**src/rtl/uart_rx_ctrl.sv**
```systemverilog
// UART receive controller: start-edge detect, oversampling edge/bit counters,
// frame sequencing, check/deserializer strobes and registered result pulses.
//
// state  | meaning
// IDLE   | line idle, counters cleared, waiting for RX_IN low
// START  | start bit, glitch check at bit end
// DATA   | DATA_WIDTH data bits, one deser_en per bit end
// PARITY | optional parity bit, sticky error on par_err
// STOP   | stop bit, frame verdict at bit end
module uart_rx_ctrl #(
  parameter int DATA_WIDTH = 8
) (
  input  logic       CLK,
  input  logic       RST,
  input  logic       RX_IN,
  input  logic       PAR_EN,
  input  logic [5:0] Prescale,
  input  logic       strt_glitch,
  input  logic       par_err,
  input  logic       stp_err,
  output logic [4:0] edge_cnt,
  output logic [3:0] bit_cnt,
  output logic       dat_samp_en,
  output logic       strt_chk_en,
  output logic       par_chk_en,
  output logic       stp_chk_en,
  output logic       deser_en,
  output logic       data_valid,
  output logic       par_error,
  output logic       frm_error
);

  typedef enum logic [2:0] {S_IDLE, S_START, S_DATA, S_PARITY, S_STOP} state_t;

  localparam logic [3:0] LP_LAST_DATA = 4'(DATA_WIDTH);

  state_t     r_state;
  logic [4:0] r_edge_cnt;
  logic [3:0] r_bit_cnt;
  logic [4:0] r_p_max;
  logic       r_par_en;
  logic       r_sticky;
  logic       r_data_valid;
  logic       r_par_error;
  logic       r_frm_error;

  logic [4:0] w_p_max_in;
  logic       w_bit_end;

  always_comb begin
    w_p_max_in = 5'd7;
    case (Prescale)
      6'd16:   w_p_max_in = 5'd15;
      6'd32:   w_p_max_in = 5'd31;
      default: w_p_max_in = 5'd7;
    endcase
  end

  assign w_bit_end = (r_edge_cnt == r_p_max);

  always_ff @(posedge CLK) begin
    if (!RST) begin
      r_state      <= S_IDLE;
      r_edge_cnt   <= 5'd0;
      r_bit_cnt    <= 4'd0;
      r_p_max      <= 5'd0;
      r_par_en     <= 1'b0;
      r_sticky     <= 1'b0;
      r_data_valid <= 1'b0;
      r_par_error  <= 1'b0;
      r_frm_error  <= 1'b0;
    end else begin
      r_data_valid <= 1'b0;
      r_par_error  <= 1'b0;
      r_frm_error  <= 1'b0;

      if (r_state != S_IDLE) begin
        if (w_bit_end) begin
          r_edge_cnt <= 5'd0;
          r_bit_cnt  <= r_bit_cnt + 4'd1;
        end else begin
          r_edge_cnt <= r_edge_cnt + 5'd1;
        end
      end

      case (r_state)
        S_IDLE: begin
          if (!RX_IN) begin
            r_state    <= S_START;
            r_par_en   <= PAR_EN;
            r_p_max    <= w_p_max_in;
            r_sticky   <= 1'b0;
            r_edge_cnt <= 5'd0;
            r_bit_cnt  <= 4'd0;
          end
        end
        S_START: begin
          if (w_bit_end) begin
            if (strt_glitch) begin
              // false start: silently abandon the frame
              r_state    <= S_IDLE;
              r_edge_cnt <= 5'd0;
              r_bit_cnt  <= 4'd0;
            end else begin
              r_state <= S_DATA;
            end
          end
        end
        S_DATA: begin
          if (w_bit_end && (r_bit_cnt == LP_LAST_DATA))
            r_state <= r_par_en ? S_PARITY : S_STOP;
        end
        S_PARITY: begin
          if (w_bit_end) begin
            r_state <= S_STOP;
            if (par_err) begin
              r_sticky    <= 1'b1;
              r_par_error <= 1'b1;
            end
          end
        end
        S_STOP: begin
          if (w_bit_end) begin
            r_state      <= S_IDLE;
            r_edge_cnt   <= 5'd0;
            r_bit_cnt    <= 4'd0;
            r_frm_error  <= stp_err;
            r_data_valid <= !stp_err && !r_sticky;
          end
        end
        default: r_state <= S_IDLE;
      endcase
    end
  end

  assign edge_cnt    = r_edge_cnt;
  assign bit_cnt     = r_bit_cnt;
  assign dat_samp_en = (r_state != S_IDLE);
  assign strt_chk_en = (r_state == S_START)  && w_bit_end;
  assign deser_en    = (r_state == S_DATA)   && w_bit_end;
  assign par_chk_en  = (r_state == S_PARITY) && w_bit_end;
  assign stp_chk_en  = (r_state == S_STOP)   && w_bit_end;
  assign data_valid  = r_data_valid;
  assign par_error   = r_par_error;
  assign frm_error   = r_frm_error;

endmodule

```
**config.mk**
```make
export PLATFORM = sky130hd
export DESIGN_NAME = uart_rx_ctrl
export DESIGN_NICKNAME = d
export VERILOG_FILES = /design/src/rtl/uart_rx_ctrl.sv
export SDC_FILE = /design/constraint.sdc
export NUM_CORES = 1
export LEC_CHECK = 0
export ABC_AREA = 1
export BUFFER_PORTS_ARGS = -buffer_cell sky130_fd_sc_hd__buf_2
export CAP_MARGIN = 15
export CORE_MARGIN = 2
export CORE_UTILIZATION = 52
export DETAILED_ROUTE_END_ITERATION = 8
export PLACE_DENSITY = 0.86
export SETUP_SLACK_MARGIN = 0.3
export SYNTH_ARGS = -nofsm -noshare
export SYNTH_HDL_FRONTEND = slang
export SYNTH_SLANG_ARGS = --single-unit
export TNS_END_PERCENT = 20
```
**constraint.sdc**
```tcl
create_clock -name CLK -period 1.94 [get_ports CLK]
set_clock_uncertainty 0.05 [all_clocks]
set_input_delay 0.194 -clock CLK [delete_from_list [all_inputs] [get_ports CLK]]
set_output_delay 0.194 -clock CLK [all_outputs]
set_load 0.02 [all_outputs]
```
==> key figures, run 1 <==
Status
  – Status: completed

Place
  – Placed Instances: 236
  – Port Buffers: 29
  – Post-DP HPWL: 2.18 mm
  – Gpl congestion: 0.865

Drt
  – Vias per cell: 5.37
  – Iteration count of the initial detailed-routing pass: 4
  – Initial DRC count: 35
  – Via count: 1338
  – Post-route ant nets: 0
  – Total routed wirelength: 3.19 mm
  – Avg WL per Cell: 12.8 microns
  – DRC: 0

Global route
  – GR Util met3: 3.71%
  – GRT busiest layer: met2
  – Met1 usage: 32.2%
  – GR Layer Usage met2: 43.1%
  – Largest net degree at the start of global routing: 14
  – Vias in the first global route: 1191
  – GR Overflow Total: 0
  – All-Layer GR Usage: 25.7%
  – Initial antenna violation count: 0
  – First-pass GRT wire length: 5.12 mm

Critical path
  – Critical-path cell list: inv_1 > nand3_1 > nand2_2 > buf_4 > nand3_4 > nor2_1 > buf_4
  – Crit end category: output port
  – Critical Path Most Common Cell: buf_4
  – CP max stage cell: dfxtp_4
  – Crit path max fanout: 5
  – CP startpoint: edge_cnt[0]
  – Startpoint class of the critical path: flop
  – CP delay by family, top: simple AND/OR/NAND/NOR gates
  – Crit path DAT: 1.49 ns
  – CP required: 1.70 ns
  – Setup CP Type: flop to output port
  – FF-to-FF Start: edge_cnt[0]
  – CP bufs+invs: 3
  – Slowest cell delay on critical path: 0.38 ns

STA
  – # setup viols final: 0
  – Setup TNS: 0 ns
  – Final min period: 1.74 ns
  – RSZ-0062 raised after global routing: yes
  – Fmax: 576 MHz
  – Final hold viol count: 0
  – Max-slew headroom: 78.4%
  – Final Max Tran Viols: 0
  – Post-route clock period utilization: 89.5%
  – Hold Slack: 0.0837 ns
  – Worst-Margin Slew: 0.320 ns

Synthesis
  – Synth top area share: 33.0%
  – Synthesized area: 1210 sq um
  – Yosys warning count: 0
  – Number of distinct library cells after synthesis: 29
  – Syn nets: 197
  – Avg Cell Area, Syn: 6.71 sq um
  – Area contributors post-synth: dfxtp_1, nand2_1, inv_1, nor2_1, nor2_4
  – Syn Inst Count: 181
  – Largest area contributor in the synthesized netlist: dfxtp_1
  – Synth Register Bits: 20
  – Seq/Total Area, Yosys: 33.0%

Hold path
  – Worst hold path type: input port to flop
  – Hold wc startpoint: par_err

Final layout
  – Ant. Diodes: 0
  – Layout cells sized above 1: 37.1%
  – Nets: 239
  – Layout area overhead: 31.0%
  – Multi-input gate area: 763 sq um
  – Sequential Area: 417 sq um
  – Filler Cells Inserted: 194
  – Non-filler instance count after layout: 249

Die
  – Io pins: 30
  – DIE AREA: 2740 sq um
  – Initial Util: 54.9%
  – Row Count: 17
  – Core ar.: 2210 sq um
  – Chip height: 52.3 microns
  – DIE WIDTH: 52.3 microns

Pwr
  – Lkg Pwr: 0.808 nW
  – Worst vdd ir: 1.24 mV
  – Total power: 2.59 mW
  – Pwr dens: 1630 nW/um^2

Clock network
  – CTS tree: done
  – Clock buffer depth: 2
  – CTS H-tree depth: 1
  – Total CTS buffers: 3
  – Clock sinks: 20
  – Worst-Skew Late Latency: 0.30 ns
  – Clock Root Buffer: clkbuf_4
  – Clk slew on worst S/H paths: 0.11 ns

Run
  – Max-Cap Viols: 0
## report_power, final
part	switching, mW	total (mW)	internal (mW)	leakage, nW
clock	0.124	0.197	0.0725	0.0138
sequential	0.129	0.652	0.523	0.168
combinational	1.11	1.74	0.624	0.626
total	1.37	2.59	1.22	0.808
## metrics by stage
stage	setup slack [ns]	utilization (%)	instance area, sq um
3_3_place_gp	0.276	62.8	1390
6_report	0.204	71.9	1590
3_5_place_dp	0.204	62.8	1390
5_1_grt	0.0962	71.9	1590
4_1_cts	0.224	68.4	1510
2_1_floorplan	0.254	-	1220
## metal layers
metal  vias up  share of wire (%)
met5         -                  0
met4         0                1.8
met3         7                6.9
met2        51                 49
met1       618                 42
li1        662                  -
## worst register-to-register path, delay by kind of cell, from the launching register on
family / cells / cell delay (ns)
flops: 1 / 0.38
simple gates: 8 / 0.84
buf+inv: 3 / 0.35
## cells in the final DEF (no fill, tap or decap), drive strengths merged
master	netlist	routed
nand3	11	12
a31oi	2	2
and3	3	3
nor2	28	28
ha	3	3
nand4	6	6
o21ai	6	6
nor4	2	2
o221ai	1	1
dlygate4sd3	0	1
nor3	7	7
buf	2	37
a21oi	11	11
inv	32	32
xor2	1	1
clkbuf	0	3
xnor2	1	1
nand2	45	45
dfxtp	20	20
## cell type report
cell class              instances  share of cell area, %
clock buffers                   3                   1.42
inverters                      32                   7.71
multi-input cells             128                   48.0
flip-flops and latches         20                   26.2
well taps                      28                   2.20
repair buffers                 38                   14.5
## cells in the mapped netlist
master,count
xor2_1,1
inv_4,1
nand4_1,6
nor3_1,6
a31oi_1,2
buf_1,1
nand2_2,3
a21oi_2,1
nand2_1,41
nor4_1,2
nor2_1,22
o21ai_0,5
nand3_2,1
ha_1,3
xnor2_1,1
a21oi_1,10
dfxtp_1,20
o21ai_1,1
nor2_2,1
nand3_1,9
nor2_4,5
nand2_4,1
inv_1,29
inv_2,2
o221ai_1,1
buf_6,1
nor3_2,1
and3_1,3
nand3_4,1
## path summary, 6_finish.rpt
kind	endpoint	slack, ns	cells after the start
setup reg to reg	r_state[2]	0.26	11
setup / recovery	par_chk_en	0.20	7
hold / removal	par_error	0.08	3
hold reg to reg	r_p_max[4]	0.43	2
## what timing repair did
action                                 4_1_cts  5_1_grt
setup buffers                                8        0
endpoints found under the hold margin        1        0
cloned                                       1        0
setup endpoints to repair                    8       19
hold buffers                                 1        0
pin swaps                                    3        4
resized for setup                           10       25
## registers in the layout, summed over array words and instances (netlist names)
register and flops:
r_state 3, bit_cnt 4, edge_cnt 5, r_sticky 1
frm_error 1, data_valid 1, par_error 1, r_p_max 3
r_par_en 1
## kinds of logic (layout without fill, tap and decap cells)
kind of cell / Yosys count / in the layout / share of synthesized area, %
compound gates: 20 / 20 / 9.07
xor+xnor: 2 / 2 / 1.44
fa+ha+maj: 3 / 3 / 3.09
buf+inv: 34 / 73 / 11.3
flops: 20 / 20 / 33.0
simple gates: 102 / 103 / 42.1
(Power assumes the default switching activity.)
==> inputs of run 2 (changes only) <==
--- a/config.mk
+++ b/config.mk
@@ -9,10 +9,10 @@
 export BUFFER_PORTS_ARGS = -buffer_cell sky130_fd_sc_hd__buf_2
 export CAP_MARGIN = 15
 export CORE_MARGIN = 2
-export CORE_UTILIZATION = 52
+export CORE_UTILIZATION = 56
 export DETAILED_ROUTE_END_ITERATION = 8
-export PLACE_DENSITY = 0.86
-export SETUP_SLACK_MARGIN = 0.3
+export PLACE_DENSITY = 0.91
+export SETUP_SLACK_MARGIN = 0.05
 export SYNTH_ARGS = -nofsm -noshare
 export SYNTH_HDL_FRONTEND = slang
 export SYNTH_SLANG_ARGS = --single-unit
==> constraint.sdc (replaced) <==
create_clock -name CLK -period 2.25 [get_ports CLK]
set_clock_uncertainty 0.05 [all_clocks]
set_input_delay 0.225 -clock CLK [delete_from_list [all_inputs] [get_ports CLK]]
set_output_delay 0.225 -clock CLK [all_outputs]
set_load 0.02 [all_outputs]
==> run 2 against run 1 <==
Count of clock-buffer cells in the layout unchanged. Cell count down 4.4%. Sequential power down 19%. Largest cell class unchanged. Sequential share of layout area up 2.4 points. Setup slack better by 0.038 ns. Clock power down 15%. Critical path type unchanged. Sequential cell count unchanged. Via count down 4.6%. Highest routed layer unchanged. Wire length down 8.3%. Core utilization down 2.0 points.
==> key figures, run 2 (same netlist as run 1, synthesis figures left out) <==
Status
  – Status: completed

Hold path
  – Hold wc startpoint: stp_err
  – Worst hold path type: input port to flop
  – Worst hold endpoint: data_valid
  – WHS Path Cells: 2 (-1)

Critical path
  – CP required: 1.98 ns (+0.28 ns)
  – Crit path max fanout: 14 (+9)
  – Startpoint class of the critical path: flop
  – R2R depth: 8 (-3)
  – Critical Path Most Common Cell: nand2_2
  – CP max stage cell: dfxtp_1
  – Worst R2R Setup Slack: 0.53 ns (+0.27 ns)
  – Setup CP Type: flop to output port
  – CP startpoint: edge_cnt[3]
  – RR Endpoint: edge_cnt[2]
  – Crit end category: output port
  – Slowest cell delay on critical path: 0.43 ns (+0.05 ns)
  – FF-to-FF Start: edge_cnt[3]
  – Crit path DAT: 1.73 ns (+0.24 ns)
  – Critical-path cell list: inv_2 > nand2_2 > nand2_2 > nor2_4 > nand3_4 > nor4_1 > buf_2

Drt
  – Vias per cell: 5.36 (-0.23%)
  – Avg WL per Cell: 12.3 microns (-4.1%)
  – Total routed wirelength: 2.92 mm (-8.3%)
  – DRC: 0 (unchanged)
  – Iteration count of the initial detailed-routing pass: 5 (+1)
  – Via count: 1276 (-4.6%)
  – Initial DRC count: 48 (+37%)
  – Post-route ant nets: 0 (unchanged)

STA
  – Final hold viol count: 0 (unchanged)
  – Max-slew headroom: 75.8% (-2.6 points)
  – Final min period: 2.01 ns
  – Fmax: 498 MHz
  – Worst-Margin Slew: 0.360 ns (+0.0392 ns)
  – Post-route clock period utilization: 89.2%
  – Final Max Tran Viols: 0 (unchanged)
  – RSZ-0062 raised after global routing: no
  – Setup TNS: 0 ns (unchanged)
  – # setup viols final: 0 (unchanged)

Die
  – Chip height: 50.6 microns (-3.4%)
  – DIE WIDTH: 50.6 microns (-3.4%)
  – Row Count: 16 (-1)
  – Initial Util: 60.6% (+5.8 points)
  – Core ar.: 2000 sq um (-9.5%)
  – Io pins: 30 (unchanged)
  – DIE AREA: 2560 sq um (-6.6%)

Final layout
  – Max FFs per register: 5 (unchanged)
  – Nets: 229 (-4.2%)
  – Most frequent cells in the layout: nand2_1, inv_1, buf_2
  – Commonest non-fill, non-tap cell in the layout: nand2_1
  – Layout cells sized above 1: 23.2% (-14 points)
  – Ant. Diodes: 0 (unchanged)
  – Layout area overhead: 15.4%

Clock network
  – Post-CTS Setup Bufs: 0 (-8)
  – Clock sinks: 20 (unchanged)
  – CTS tree: done
  – Post_cts resized: 0 (-10)
  – CTS hold repair buffers: 0 (-1)
  – Clock buffer depth: 2 (unchanged)
  – Clk slew on worst S/H paths: 0.11 ns (about the same)
  – CTS H-tree depth: 1 (unchanged)
  – Worst-Skew Late Latency: 0.29 ns (about the same)
  – Clock Root Buffer: clkbuf_4
  – Total CTS buffers: 3 (unchanged)

Global route
  – Largest net degree at the start of global routing: 15 (+1)
  – GRT busiest layer: met2
  – Met1 usage: 29.9% (-2.3 points)
  – GR Util met3: 4.46% (+0.75 points)
  – Vias in the first global route: 1181 (-0.84%)
  – GR Overflow Total: 0 (unchanged)
  – GR Layer Usage met2: 44.5% (+1.4 points)
  – First-pass GRT wire length: 4.88 mm (-4.7%)
  – All-Layer GR Usage: 24.9% (-0.80 points)
  – Initial antenna violation count: 0 (unchanged)

Pwr
  – Lkg Pwr: 0.742 nW (-8.1%)
  – Total power: 1.91 mW (-26%)
  – Worst vdd ir: 0.872 mV (-30%)
  – Pwr dens: 1360 nW/um^2 (-16%)

Place
  – Port Buffers: 29 (unchanged)
  – Gpl congestion: 0.893 (+3.2%)
  – Post-DP HPWL: 2.35 mm (+7.7%)

Run
  – Max-Cap Viols: 0 (unchanged)
==> run 2: changes by cell type in the layout (fill, tap and decap cells not counted), moves of 2 or more <==
cell / before / now
nor3_1: 4 / 6
nand2_1: 34 / 41
dfxtp_2: 7 / 0
buf_4: 9 / 0
nor2_1: 20 / 22
buf_2: 26 / 29
nand2_2: 10 / 3
nor3_2: 3 / 1
dfxtp_1: 11 / 20
nor2_4: 8 / 5
inv_1: 26 / 29
inv_2: 5 / 2
dfxtp_4: 2 / 0
buf_6: 2 / 0
==> run 2: worst max-delay path by stage <==
| stage | to | cells past startpoint |
|---|---|---|
| 2_1_floorplan | strt_chk_en | 7 |
| 3_3_place_gp | edge_cnt[2] | 8 |
| 3_5_place_dp | edge_cnt[2] | 8 |
| 4_1_cts | strt_chk_en | 7 |
| 5_1_grt | strt_chk_en | 7 |
| 6_report | strt_chk_en | 7 |
==> run 2: power breakdown <==
part | switching [mW] | internal [mW]
registers | 0.0866 | 0.439
logic | 0.832 | 0.382
clock network | 0.105 | 0.0622
==> run 2: critical path: cells and delay by family, from the launching register on <==
| family | cells | cell delay, ns |
|---|---|---|
| DFF | 1 | 0.43 |
| buffers and inverters | 2 | 0.29 |
| and+or+nand+nor | 5 | 0.71 |
==> run 2: final cells by class <==
cell class,instances,area (sq um)
sequential,20,400
tap,27,33.8
clock buffer,3,22.5
multi-input combinational,127,676
timing repair buffer,29,145
inverter,32,123
fill,188,602
==> run 2: through the flow <==
stage / hold slack, ns / cells / util (%) / setup slack [ns] / area, sq um
floorplan: 0.252 / 181 / - / 0.294 / 1210
global placement: 0.353 / 235 / 68.8 / 0.683 / 1380
detailed placement: 0.358 / 235 / 68.8 / 0.571 / 1380
CTS: 0.0434 / 238 / 69.9 / 0.238 / 1400
global route: 0.0479 / 238 / 69.9 / 0.120 / 1400
finish: 0.0514 / 238 / 69.9 / 0.243 / 1400
==> run 2: metal layers <==
layer,share of wire (%),vias to the layer above
li1,-,642
met1,40,570
met2,52,60
met3,7.3,4
met4,0.62,0
met5,0,-
